[config.mk]
export PLATFORM = sky130hd
export DESIGN_NAME = pipe_elastic_reg
export DESIGN_NICKNAME = d
export VERILOG_FILES = /design/src/rtl/pipe_elastic_reg.sv
export SDC_FILE = /design/constraint.sdc
export NUM_CORES = 1
export LEC_CHECK = 0
export ABC_AREA = 1
export BUFFER_PORTS_ARGS = -buffer_cell sky130_fd_sc_hd__buf_2
export CAP_MARGIN = 25
export CELL_PAD_IN_SITES_DETAIL_PLACEMENT = 0
export CELL_PAD_IN_SITES_GLOBAL_PLACEMENT = 1
export CORE_MARGIN = 4
export CORE_UTILIZATION = 41
export DETAILED_ROUTE_END_ITERATION = 16
export GPL_ROUTABILITY_DRIVEN = 0
export MAX_ROUTING_LAYER = met4
export PLACE_DENSITY = 0.92
export SYNTH_ARGS = -nofsm -noshare
export SYNTH_HDL_FRONTEND = slang
export SYNTH_SLANG_ARGS = --single-unit
[constraint.sdc]
create_clock -name clock -period 2.5 [get_ports clock]
set_input_delay 0.125 -clock clock [delete_from_list [all_inputs] [get_ports clock]]
set_output_delay 0.125 -clock clock [all_outputs]
set_load 0.1 [all_outputs]
[src/rtl/pipe_elastic_reg.sv]
// Elastic valid/ready stage register with optional skid entry,
// flush-to-bubble and a saturating idle-bubble counter.
module pipe_elastic_reg #(
    parameter int DATA_W  = 32,
    parameter int CTRL_W  = 8,
    parameter bit SKID_EN = 1'b1,
    parameter int CNT_W   = 16
) (
    input  logic              clock,
    input  logic              reset,
    input  logic              flush,
    input  logic              in_valid,
    output logic              in_ready,
    input  logic [CTRL_W-1:0] in_ctrl,
    input  logic [DATA_W-1:0] in_data,
    input  logic              in_bubble,
    output logic              out_valid,
    input  logic              out_ready,
    output logic [CTRL_W-1:0] out_ctrl,
    output logic [DATA_W-1:0] out_data,
    output logic              out_bubble,
    output logic [CNT_W-1:0]  bubble_count
);

    typedef enum logic [1:0] {
        EMPTY = 2'd0,
        ONE   = 2'd1,
        FULL  = 2'd2
    } state_t;

    state_t state;
    state_t state_next;

    logic [CTRL_W-1:0] m_ctrl;
    logic [DATA_W-1:0] m_data;
    logic              m_bubble;
    logic [CTRL_W-1:0] s_ctrl;
    logic [DATA_W-1:0] s_data;
    logic              s_bubble;
    logic              in_ready_q;
    logic              fire_in;
    logic              fire_out;

    assign out_valid  = (state != EMPTY);
    assign out_ctrl   = out_valid ? m_ctrl : '0;
    assign out_bubble = out_valid ? m_bubble : 1'b1;
    assign out_data   = m_data;

    // Skid mode breaks the out_ready -> in_ready timing path.
    assign in_ready = SKID_EN ? in_ready_q
                              : ((state == EMPTY) | out_ready);

    assign fire_in  = in_valid & in_ready;
    assign fire_out = out_valid & out_ready;

    always_comb begin
        state_next = state;
        if (flush) begin
            state_next = EMPTY;
        end else begin
            unique case (state)
                EMPTY: begin
                    if (fire_in)
                        state_next = ONE;
                end
                ONE: begin
                    if (fire_in && !fire_out && SKID_EN)
                        state_next = FULL;
                    else if (fire_out && !fire_in)
                        state_next = EMPTY;
                end
                FULL: begin
                    if (fire_out)
                        state_next = ONE;
                end
                default: state_next = EMPTY;
            endcase
        end
    end

    always_ff @(posedge clock) begin
        if (reset) begin
            state      <= EMPTY;
            in_ready_q <= 1'b1;
        end else begin
            state      <= state_next;
            in_ready_q <= (state_next != FULL);
        end
    end

    always_ff @(posedge clock) begin
        if (reset) begin
            m_ctrl   <= '0;
            m_data   <= '0;
            m_bubble <= 1'b0;
            s_ctrl   <= '0;
            s_data   <= '0;
            s_bubble <= 1'b0;
        end else if (flush) begin
            m_ctrl <= '0;
            s_ctrl <= '0;
        end else begin
            unique case (state)
                EMPTY: begin
                    if (fire_in) begin
                        m_ctrl   <= in_ctrl;
                        m_data   <= in_data;
                        m_bubble <= in_bubble;
                    end
                end
                ONE: begin
                    if (fire_in && fire_out) begin
                        m_ctrl   <= in_ctrl;
                        m_data   <= in_data;
                        m_bubble <= in_bubble;
                    end else if (fire_in && SKID_EN) begin
                        s_ctrl   <= in_ctrl;
                        s_data   <= in_data;
                        s_bubble <= in_bubble;
                    end
                end
                FULL: begin
                    if (fire_out) begin
                        m_ctrl   <= s_ctrl;
                        m_data   <= s_data;
                        m_bubble <= s_bubble;
                    end
                end
                default: ;
            endcase
        end
    end

    always_ff @(posedge clock) begin
        if (reset)
            bubble_count <= '0;
        else if (out_ready && !out_valid
                 && bubble_count != {CNT_W{1'b1}})
            bubble_count <= bubble_count + CNT_W'(1);
    end

endmodule
; ---- Yosys cells after proc, flatten, opt, wreduce, memory -nomap -nowiden
; Cells that the tools add are included.
; W data, S select, Z words.
[totals]
input_bits = 46
ff_bits = 101
elab_cells = 57
output_inout_bits = 59
[op_classes]
n_bitwise = 4
mux = 20
n_addsub = 1
reduce_logical = 16
n_eq_ne = 7
[ops]
columns = cell, n
row1 = $mux W32, 3
row2 = $pmux W32 S3, 1
row3 = $mux W8, 4
row4 = $pmux W8 S3, 1
row5 = $add A16 B1 Y16 const B, 1
row6 = $ne A16 B16 Y1 const B, 1
row7 = $mux W2, 5
row8 = $ne A2 B2 Y1 const B, 4
row9 = $reduce_and A4 Y1, 2
row10 = $pmux W2 S3, 1
row11 = $logic_and A1 B1 Y1, 5
row12 = $reduce_and A5 Y1, 1
row13 = $mux W1, 4
row14 = $logic_not A1 Y1, 3
row15 = $pmux W1 S3, 1
row16 = $reduce_and A3 Y1, 1
row17 = $reduce_bool A3 Y1, 1
row18 = $and A1 B1 Y1, 2
row19 = $eq A2 B1 Y1 const B, 1
row20 = $eq A2 B2 Y1 const B, 1
row21 = $logic_not A2 Y1, 1
row22 = $not A1 Y1, 2
row23 = $reduce_bool A2 Y1, 1
row24 = $reduce_or A2 Y1, 1

; ---- Depth between registers and ports, before layout
; Gate-level depths: netlist (run 1).
[logic_depth]
depth_word = 8
ltp_mapped = 9

; ---- Worst setup path after synthesis (run 1)
; No wires, ideal clock.
[synth_timing]
path_type = register -> register
start = register bubble_count[0]
end = register bubble_count[0]
path_buffers = 1
stages_incl_launch_ff = 10
path_slack_ps = 205
t_arrival_ps = 2178
path_cell_list = dfxtp_1 > ha_1 > nand2_1 > nor2_1 > nand2_1 > nor2_1 > nor2_4 > buf_6 > nor2_1 > nor2_1
[synth_between]
elab_chain_len = 2
elab_cells_between_ends = 3
cone_classes = 1 x add/sub / 1 x eq/ne / 1 x reduce/logical
[synth_lines]
columns = element, line_no
row1 = "start, declared", 22  ; output logic [CNT_W-1:0] bubble_count
row2 = "start signal, assigned", 139  ; bubble_count <= bubble_count + CNT_W'(1);
row3 = branches (longest 2 deep; another with $add A16 B1 Y16), n/a
; Several ways; the timed one is not identified.
; A chain may end at the register's enable or synchronous reset.

; ---- Worst setup path in the final report (run 1)
[layout_timing]
start = register state[1]
end = register m_data[26] (netlist: out_data[26])
[layout_between]
elab_chain_len = 5
elab_cells_between_ends = 12
cone_classes = 5 x eq/ne / 1 x mux / 1 x bitwise / 5 x reduce/logical
[layout_lines]
columns = element, line_no
row1 = "start, declared", 31  ; state_t state;
row2 = "start signal, assigned", 86  ; state <= state_next;
row3 = $reduce_bool A2 Y1, 44  ; assign out_valid = (state != EMPTY);
row4 = $and A1 B1 Y1, 54  ; assign fire_out = out_valid & out_ready;
row5 = $logic_and A1 B1 Y1, 112  ; if (fire_in && fire_out) begin
row6 = $ne A2 B2 Y1 (no source line), n/a
row7 = $reduce_and A5 Y1 (no source line), n/a
row8 = "end signal, assigned", 107  ; m_data <= in_data;
row9 = "end signal, assigned", 114  ; m_data <= in_data;
row10 = "end signal, assigned", 125  ; m_data <= s_data;
row11 = "end, declared", 35  ; logic [DATA_W-1:0] m_data;
; Several ways; a longest one is shown, not always the timed one.

==> metrics, run 1 <==
status=finished clean; Buffers on Ports=104; dpl hpwl=7650 µm; grt ovf=0; number of antenna violations at the first check in global routing=0; Num CTS Buffers=9; crit path launch type=register; Slew headroom=39.6%; crit path capture type=register; Vias per Instance=4.90; YS warnings=0; critical path depth=6; Gate Count Post-Synth=631; Synth Area per Inst=7.10 µm²; critical path arrival=2210 ps; # rows=37; effective utilization at floorplan=42.8%; pins over their slew limit=0; CTS tree=yes; Hold Vio Cnt, Final=0; Die ar.=12700 µm²; core region area=10500 µm²; CP Class=reg2reg; area grow syn2layout=15.8%; clk_lat worst skew=360 ps; DR WL/cell=12.8 µm; Final ANT Viol Nets=0; vias in the first global route=4027; Leakage=2.22 nW; layout cells sized above 1=19.5%; Netlist cell types=27; CP max FO=33; DR vias=4206; WL final=11000 µm; P per Cell Area=617 nW/µm²; fillcell total=1124; total power=0.00320 W; first-pass GRT wire length=18800 µm; worst-margin pin slew=903 ps; DR pass1 iterations=4; die height=113 µm; worst setup path endpoint=out_data[26]; highest attainable clock frequency=0.521 GHz; clock sinks=101; # setup viols final=0; Synth top area share=45.1%; setup TNS=0 ps; # diodes=0; WP data required=2790 ps; crit path launch=state[1]; DIE WIDTH=113 µm; most used cell, CP=nand2_1; Worst Reg-to-Reg Cells=6; final clock period utilization by the worst path=76.8%; Max stage delay on crit path=620 ps; DRC viols=0; top cells by area, synth=dfxtp_1 45%, nand2_1 14%, a21oi_1 9.6%; Post-Syn Area=4480 µm²; r2r setup slk=580 ps; clk slew on worst S/H paths=100 ps; #FFs+latches synth=101; crit-path leading delay family=simple AND/OR/NAND/NOR gates; crit path time final=1920 ps; CTS resizes=0; CTS root buffer=clkbuf_8; H-Tree Depth=3; Seq/Total Area, Yosys=45.1%; Worst Path Buf+Inv=0; num ports=105; Peak VDD IR=299 µV; hold crit path type=in2reg; crit path cell chain=nand2_2 -> nand2_1 -> o21ai_2 -> nor2_4 -> nand2_1 -> a21oi_1; maxcap violations=0; largest net degree at the start of global routing=77; Overall Global Routing Usage=18.1%; slowest CP cell=nor2_4; initial DRC count=234; Synth area leader=dfxtp_1; worst r2r src=state[1]; r2r endpoint=out_data[26]; post-CTS setup buffers=0; Hold Slack=30.2 ps; Syn Nets=678; final net count=765; RSZ-0062 raised after global routing=false; clock buffer depth=2; clock skew=14.1 ps
[kinds of logic after synthesis]
group | synth area share [%]
and+or+nand+nor | 23.5
AOI/OAI and AO/OA | 19.5
DFF | 45.1
buffers and inverters | 10.1
xor gates and xnor gates | 1.17
muxes | 0.251
adders and majority gates | 0.279
[cells in the final DEF (no fill, tap or decap), types with 3 or more instances in the layout]
cell type,instances
nand2_2,3
o21ai_0,74
nand3_1,17
nor2_1,54
xor2_1,4
buf_2,104
inv_1,57
a21oi_1,86
o21ai_1,10
nand2_1,167
nand4_1,5
dfxtp_1,101
clkbuf_8,11
buf_4,6
nor2_4,5
[report_power, final]
part	switching [W]	internal, W	total, W
Clock	0.000579	0.000426	0.00101
Combinational	0.000406	0.000112	0.000519
Sequential	0.0000260	0.00165	0.00168
[how the worst min path moves through the flow]
stage	start	end	slack, ps	depth (start not counted)
2_1_floorplan	flush	state[0]	200	1
3_3_place_gp	in_ctrl[7]	s_ctrl[7]	370	3
3_5_place_dp	in_ctrl[7]	s_ctrl[7]	370	3
4_1_cts	flush	state[0]	10	2
5_1_grt	flush	state[0]	10	2
6_report	flush	state[0]	30	2
[stage by stage]
| step | setup WS [ps] | utilization, % | instances | cell area (µm²) |
|---|---|---|---|---|
| after global placement | 687 | 47.7 | 842 | 4990 |
| after detailed placement | 626 | 47.7 | 842 | 4990 |
| after global routing | 396 | 49.6 | 859 | 5190 |
| after floorplan | 205 | - | 631 | 4480 |
| after CTS | 581 | 49.6 | 859 | 5190 |
| final | 580 | 49.6 | 859 | 5190 |
[worst reg2reg max path, cell delays in order, from the launching register on]
cell and delay [ps]:
dfxtp_1 600, nand2_2 130, nand2_1 100, o21ai_2 80
nor2_4 620, nand2_1 160, a21oi_1 160
[metal layers]
layer | vias to the layer above | global-route usage [%] | share of wire (%) | wire length, µm
met4 | 0 | 4.33 | 0.57 | 63
li1 | 2197 | - | - | -
met2 | 88 | 29.7 | 48 | 5240
met3 | 6 | 3.61 | 4.7 | 513
met1 | 1915 | 23.1 | 47 | 5190
met5 | - | - | 0 | 0
[layout make-up]
class / instances / area [µm²] / share of cell area, %
clock inverter: 5 / 41.3 / 0.796
timing repair buffer: 111 / 576 / 11.1
tap: 136 / 170 / 3.28
multi-input combinational: 436 / 2010 / 38.6
sequential: 101 / 2020 / 39.0
inverter: 59 / 224 / 4.32
clock buffer: 11 / 151 / 2.92
[Yosys cell counts]
cell,count
nand2_1,167
nor2_4,5
a211oi_1,1
clkbuf_1,14
buf_4,1
o21ai_2,2
mux2_2,1
dfxtp_1,101
inv_1,57
ha_1,1
nor2_1,54
nand3b_1,1
buf_6,11
o21ai_0,74
o21ai_1,10
nor3b_1,1
xor2_1,4
nand2_4,1
nand2_2,3
inv_4,1
inv_2,1
nand3_1,17
xnor2_1,2
or2_2,1
nand4_1,5
buf_2,9
a21oi_1,86
[flip-flops by register name, summed over array words and instances (netlist names)]
signal,flops
m_ctrl,8
bubble_count,16
m_bubble,1
state,2
in_ready,1
s_ctrl,8
s_bubble,1
out_data,32
s_data,32
[repair_timing]
item | in CTS | in global routing
hold buffers | 1 | 0
endpoints found under the setup margin | 0 | 0
endpoints found under the hold margin | 1 | 0
Note: power is estimated with default switching activity, not from simulation.
==> run 2: changes to the inputs <==
--- a/config.mk
+++ b/config.mk
@@ -11,11 +11,11 @@
 export CELL_PAD_IN_SITES_DETAIL_PLACEMENT = 0
 export CELL_PAD_IN_SITES_GLOBAL_PLACEMENT = 1
 export CORE_MARGIN = 4
-export CORE_UTILIZATION = 41
+export CORE_UTILIZATION = 38
 export DETAILED_ROUTE_END_ITERATION = 16
 export GPL_ROUTABILITY_DRIVEN = 0
 export MAX_ROUTING_LAYER = met4
-export PLACE_DENSITY = 0.92
+export PLACE_DENSITY = 0.87
 export SYNTH_ARGS = -nofsm -noshare
 export SYNTH_HDL_FRONTEND = slang
 export SYNTH_SLANG_ARGS = --single-unit
==> constraint.sdc (replaced) <==
create_clock -name clock -period 1.8 [get_ports clock]
set_input_delay 0.09 -clock clock [delete_from_list [all_inputs] [get_ports clock]]
set_output_delay 0.09 -clock clock [all_outputs]
set_load 0.1 [all_outputs]
==> run 2 against run 1 <==
Against the previous run:
- via count up 1.6%
- flip-flop and latch count unchanged
- non-clock buffer count up 8
- final area rose by 4.4%
- sequential share of layout area fell by 1.2 points
- setup slack worse by 480 ps
- clock-buffer cell count is 2 higher
- core utilization fell by 2.3 points
- global-route usage shrank 0.19 points
- clock power increased by 83%
- register-to-register slack lost 400 ps
- critical path type is now reg2out
- highest routed layer unchanged
==> metrics, run 2 (same netlist as run 1, synthesis figures left out) <==
DR vias=4273; Max stage delay on crit path=470 ps; clk_lat worst skew=350 ps; crit-path leading delay family=buffers and inverters; final worst slack=101 ps; die height=117 µm; Buffers on Ports=104; first-pass GRT wire length=18800 µm; Num CTS Buffers=9; # setup viols final=0; status=finished clean; DP Cell Count=857; worst r2r src=bubble_count[0]; CP max FO=8; RSZ-0062 raised after global routing=false; clock buffer depth=2; Hold Path Origin=in_ctrl[7]; final clock period utilization by the worst path=94.4%; final net count=773; H-Tree Depth=3; Peak VDD IR=539 µV; multi-input gate area in the final layout=2010 µm²; dpl hpwl=8040 µm; post-place setup slack=184 ps; Hold Vio Cnt, Final=0; number of antenna violations at the first check in global routing=1; commonest cells after routing, fill and taps aside=167 x nand2_1, 103 x buf_2, 85 x a21oi_1; setup TNS=0 ps; CP Class=reg2out; CTS tree=yes; crit path cell chain=nor2_4 -> buf_4 -> nor2_1 -> buf_2; crit path launch=state[1]; clock skew=9.37 ps; Hold Slack=4.51 ps; Slew headroom=66.4%; DRC viols=0; WP data required=1710 ps; DR pass1 iterations=5; num ports=105; fillcell total=1216; vias in the first global route=3906; Die ar.=13600 µm²; clk slew on worst S/H paths=70 ps; grt ovf=0; Final ANT Viol Nets=0; effective utilization at floorplan=39.1%; crit path capture type=primary output; highest attainable clock frequency=0.589 GHz; crit path time final=1700 ps; clock sinks=101; core region area=11500 µm²; WL final=11400 µm; FF+latch area=2050 µm²; final core occ=47.3%; post-CTS setup buffers=0; largest net degree at the start of global routing=67; final cell count without fillers=875; Vias per Instance=4.88; Worst Path Buf+Inv=2; critical path arrival=1610 ps; layout cells sized above 1=22.6%; most common cell after layout, fill and taps aside=nand2_1; slowest CP cell=dfxtp_1; worst-margin pin slew=508 ps; CTS root buffer=clkbuf_16; area grow syn2layout=20.9%; crit path launch type=register; DIE WIDTH=117 µm; hold crit path type=in2reg; Overall Global Routing Usage=18.0%; maxcap violations=0; Leakage=2.32 nW; initial DRC count=228; P per Cell Area=908 nW/µm²; pins over their slew limit=0; # rows=39; DR WL/cell=13.0 µm
[run 2: cell types whose count changed in the layout (fill, tap and decap cells not counted), moves of 3 or more]
cell / previous run / this run
buf_12: 0 / 3
clkbuf_8: 11 / 2
buf_4: 6 / 11
dfxtp_2: 0 / 15
dfxtp_1: 101 / 84
clkbuf_16: 0 / 9
[run 2: final timing paths]
check	end	slack [ps]	cells past startpoint
setup reg to reg	bubble_count[7]	180	8
setup / recovery	out_ctrl[5]	100	4
hold / removal	s_ctrl[7]	5	3
hold reg to reg	s_data[1]	450	2
[run 2: report_power, final]
part,leakage [nW],switching (W),internal (W)
clock,0.132,0.000835,0.00101
combinational,1.36,0.000569,0.000171
sequential,0.828,0.0000349,0.00230
[run 2: tightest hold or removal path, cell delays in order]
cell and delay (ps):
buf_2 100, nor2_1 40, nor2_1 90
[run 2: final cells by class]
| cell class | instances | area share [%] |
|---|---|---|
| Sequential cell | 101 | 37.8 |
| Multi-Input combinational cell | 436 | 37.1 |
| Timing Repair Buffer | 119 | 12.5 |
| Clock buffer | 13 | 4.80 |
| Inverter | 59 | 4.13 |
| Tap cell | 143 | 3.30 |
| Clock inverter | 3 | 0.369 |
| Antenna cell | 1 | 0.0462 |
[run 2: repair_timing]
action,in CTS,in global routing
endpoints found under the hold margin,1,0
setup endpoints to repair,0,33
gates resized for setup,0,2
hold buffers,1,0
[run 2: per-stage QoR]
stage	power, W	area, µm²
floorplan	0.00294	4510
global placement	0.00311	5120
detailed placement	0.00312	5120
CTS	0.00496	5410
global route	0.00514	5420
finish	0.00492	5420
[run 2: layer usage]
layer  wire [µm]  GRT usage, %  part of all wire, %  vias to the layer above
met5           0             -                    0                        -
met4         180          6.65                  1.6                        0
met3         663          3.99                  5.8                       13
met2        5340          27.8                   47                      109
met1        5230          23.0                   46                     1934
li1            -             -                    -                     2217
==> run 3: changes to the inputs <==
--- a/config.mk
+++ b/config.mk
@@ -11,11 +11,11 @@
 export CELL_PAD_IN_SITES_DETAIL_PLACEMENT = 0
 export CELL_PAD_IN_SITES_GLOBAL_PLACEMENT = 1
 export CORE_MARGIN = 4
-export CORE_UTILIZATION = 38
+export CORE_UTILIZATION = 41
 export DETAILED_ROUTE_END_ITERATION = 16
 export GPL_ROUTABILITY_DRIVEN = 0
 export MAX_ROUTING_LAYER = met4
-export PLACE_DENSITY = 0.87
+export PLACE_DENSITY = 0.92
 export SYNTH_ARGS = -nofsm -noshare
 export SYNTH_HDL_FRONTEND = slang
 export SYNTH_SLANG_ARGS = --single-unit
==> constraint.sdc (replaced) <==
create_clock -name clock -period 2.2 [get_ports clock]
set_input_delay 0.11 -clock clock [delete_from_list [all_inputs] [get_ports clock]]
set_output_delay 0.11 -clock clock [all_outputs]
set_load 0.1 [all_outputs]
==> run 3 against run 2 <==
Against the previous run:
- first-iteration DRC count grew 18%
- flip-flop and latch count did not move
- critical path type unchanged
- global-route usage rose by 0.20 points
- core utilization up 3.0 points
- worst hold slack better by 22 ps
- sequential power shrank 18%
==> metrics, run 3 (same netlist as run 1, synthesis figures left out) <==
clk slew on worst S/H paths=90 ps; worst-margin pin slew=518 ps; crit path cell chain=nor2_4 -> nor2_1 -> buf_2; Hold Vio Cnt, Final=0; Buffers on Ports=104; initial DRC count=270; fillcell total=1109; CP Class=reg2out; critical path arrival=1740 ps; setup TNS=0 ps; area grow syn2layout=17.3%; share of total power in the clock network=31.8%; Slew headroom=65.5%; total power=0.00367 W; # rows=37; DRC viols=0; Vias per Instance=4.93; die height=113 µm; Leakage=2.26 nW; clk_lat worst skew=360 ps; Die ar.=12700 µm²; CTS root buffer=clkbuf_8; dpl hpwl=7720 µm; metal3 WL=694 µm; Overall Global Routing Usage=18.2%; DR vias=4252; RSZ-0062 raised after global routing=false; status=finished clean; core region area=10500 µm²; clock sinks=101; multi-input gate area in the final layout=2010 µm²; pins over their slew limit=0; most common cell after layout, fill and taps aside=nand2_1; Worst Reg-to-Reg Cells=7; CP max FO=12; Num CTS Buffers=9; clock skew=4.97 ps; crit path capture type=primary output; final net count=769; DR WL/cell=12.8 µm; CTS tree=yes; num ports=105; Peak VDD IR=412 µV; slowest CP cell=dfxtp_1; Internal=0.00257 W; hold crit path type=in2reg; WL final=11000 µm; final clock period utilization by the worst path=84.1%; vias in the first global route=4066; DIE WIDTH=113 µm; critical path depth=3; commonest cells after routing, fill and taps aside=167 x nand2_1, 104 x buf_2, 99 x dfxtp_1; crit path time final=1850 ps; WP data required=2090 ps; highest attainable clock frequency=0.541 GHz; switching power=0.00111 W; effective utilization at floorplan=42.8%; layout cells sized above 1=19.9%; P per Cell Area=699 nW/µm²; crit path launch type=register; met2 wire length=5170 µm; Max stage delay on crit path=630 ps; H-Tree Depth=3; first-pass GRT wire length=18800 µm; # setup viols final=0; grt ovf=0; sw frac=30.2%; Hold Slack=26.2 ps; crit-path leading delay family=flip-flops; FF+latch area=2020 µm²; maxcap violations=0; largest net degree at the start of global routing=67; wl on met1=5100 µm; Comb power frac=16.3%; WHS Path Cells=3; final core occ=50.2%; Worst Path Buf+Inv=1; number of antenna violations at the first check in global routing=0; clock buffer depth=2; # diodes=0; Final ANT Viol Nets=0; DR pass1 iterations=5; Flop pwr share=51.9%; DR top layer=met4
## run 3: timing repair
| item | CTS | global route |
|---|---|---|
| setup endpoints to repair | 0 | 0 |
| hold buffers | 2 | 0 |
| setup buffers | 0 | 0 |
| resized for setup | 0 | 0 |
| hold endpoints to repair | 2 | 0 |
## run 3: final timing paths
path / start / endpoint / slack, ps
worst max-delay path: state[1] / out_ctrl[7] / 350
worst min-delay path: in_ctrl[6] / s_ctrl[6] / 30
worst max register to register: bubble_count[0] / bubble_count[7] / 460
worst min register to register: s_data[26] / s_data[26] / 450
## run 3: routing by layer
metal	global-route usage, %	vias to the layer above
met5	-	-
met4	2.88	0
met3	5.01	8
met2	29.7	103
met1	22.9	1940
li1	-	2201
## run 3: worst register-to-register path, delay by kind of cell, from the launching register on
family / cells / cell delay (ps)
flops: 1 / 410
fa+ha+maj: 1 / 230
simple gates: 4 / 480
compound gates: 2 / 570
## run 3: cell type report
| cell class | instances | area share, % |
|---|---|---|
| tap | 136 | 3.24 |
| multi-input combinational | 436 | 38.2 |
| clock inverter | 5 | 0.952 |
| timing repair buffer | 115 | 12.2 |
| sequential | 101 | 38.5 |
| inverter | 59 | 4.26 |
| clock buffer | 11 | 2.69 |
## run 3: power by group through the flow
stage | clock [W] | combinational [W] | sequential (W)
after floorplan | 0 | 0.000227 | 0.00218
after global placement | 0 | 0.000586 | 0.00195
after detailed placement | 0 | 0.000598 | 0.00195
after CTS | 0.00121 | 0.000601 | 0.00191
after global routing | 0.00128 | 0.000647 | 0.00192
final | 0.00117 | 0.000598 | 0.00191
## run 3: through the flow
stage / instance area, µm² / instances / setup slack, ps
4_1_cts: 5260 / 863 / 362
5_1_grt: 5260 / 863 / 241
3_3_place_gp: 5020 / 844 / 456
3_5_place_dp: 5040 / 845 / 479
6_report: 5260 / 863 / 351
2_1_floorplan: 4480 / 631 / 71.6
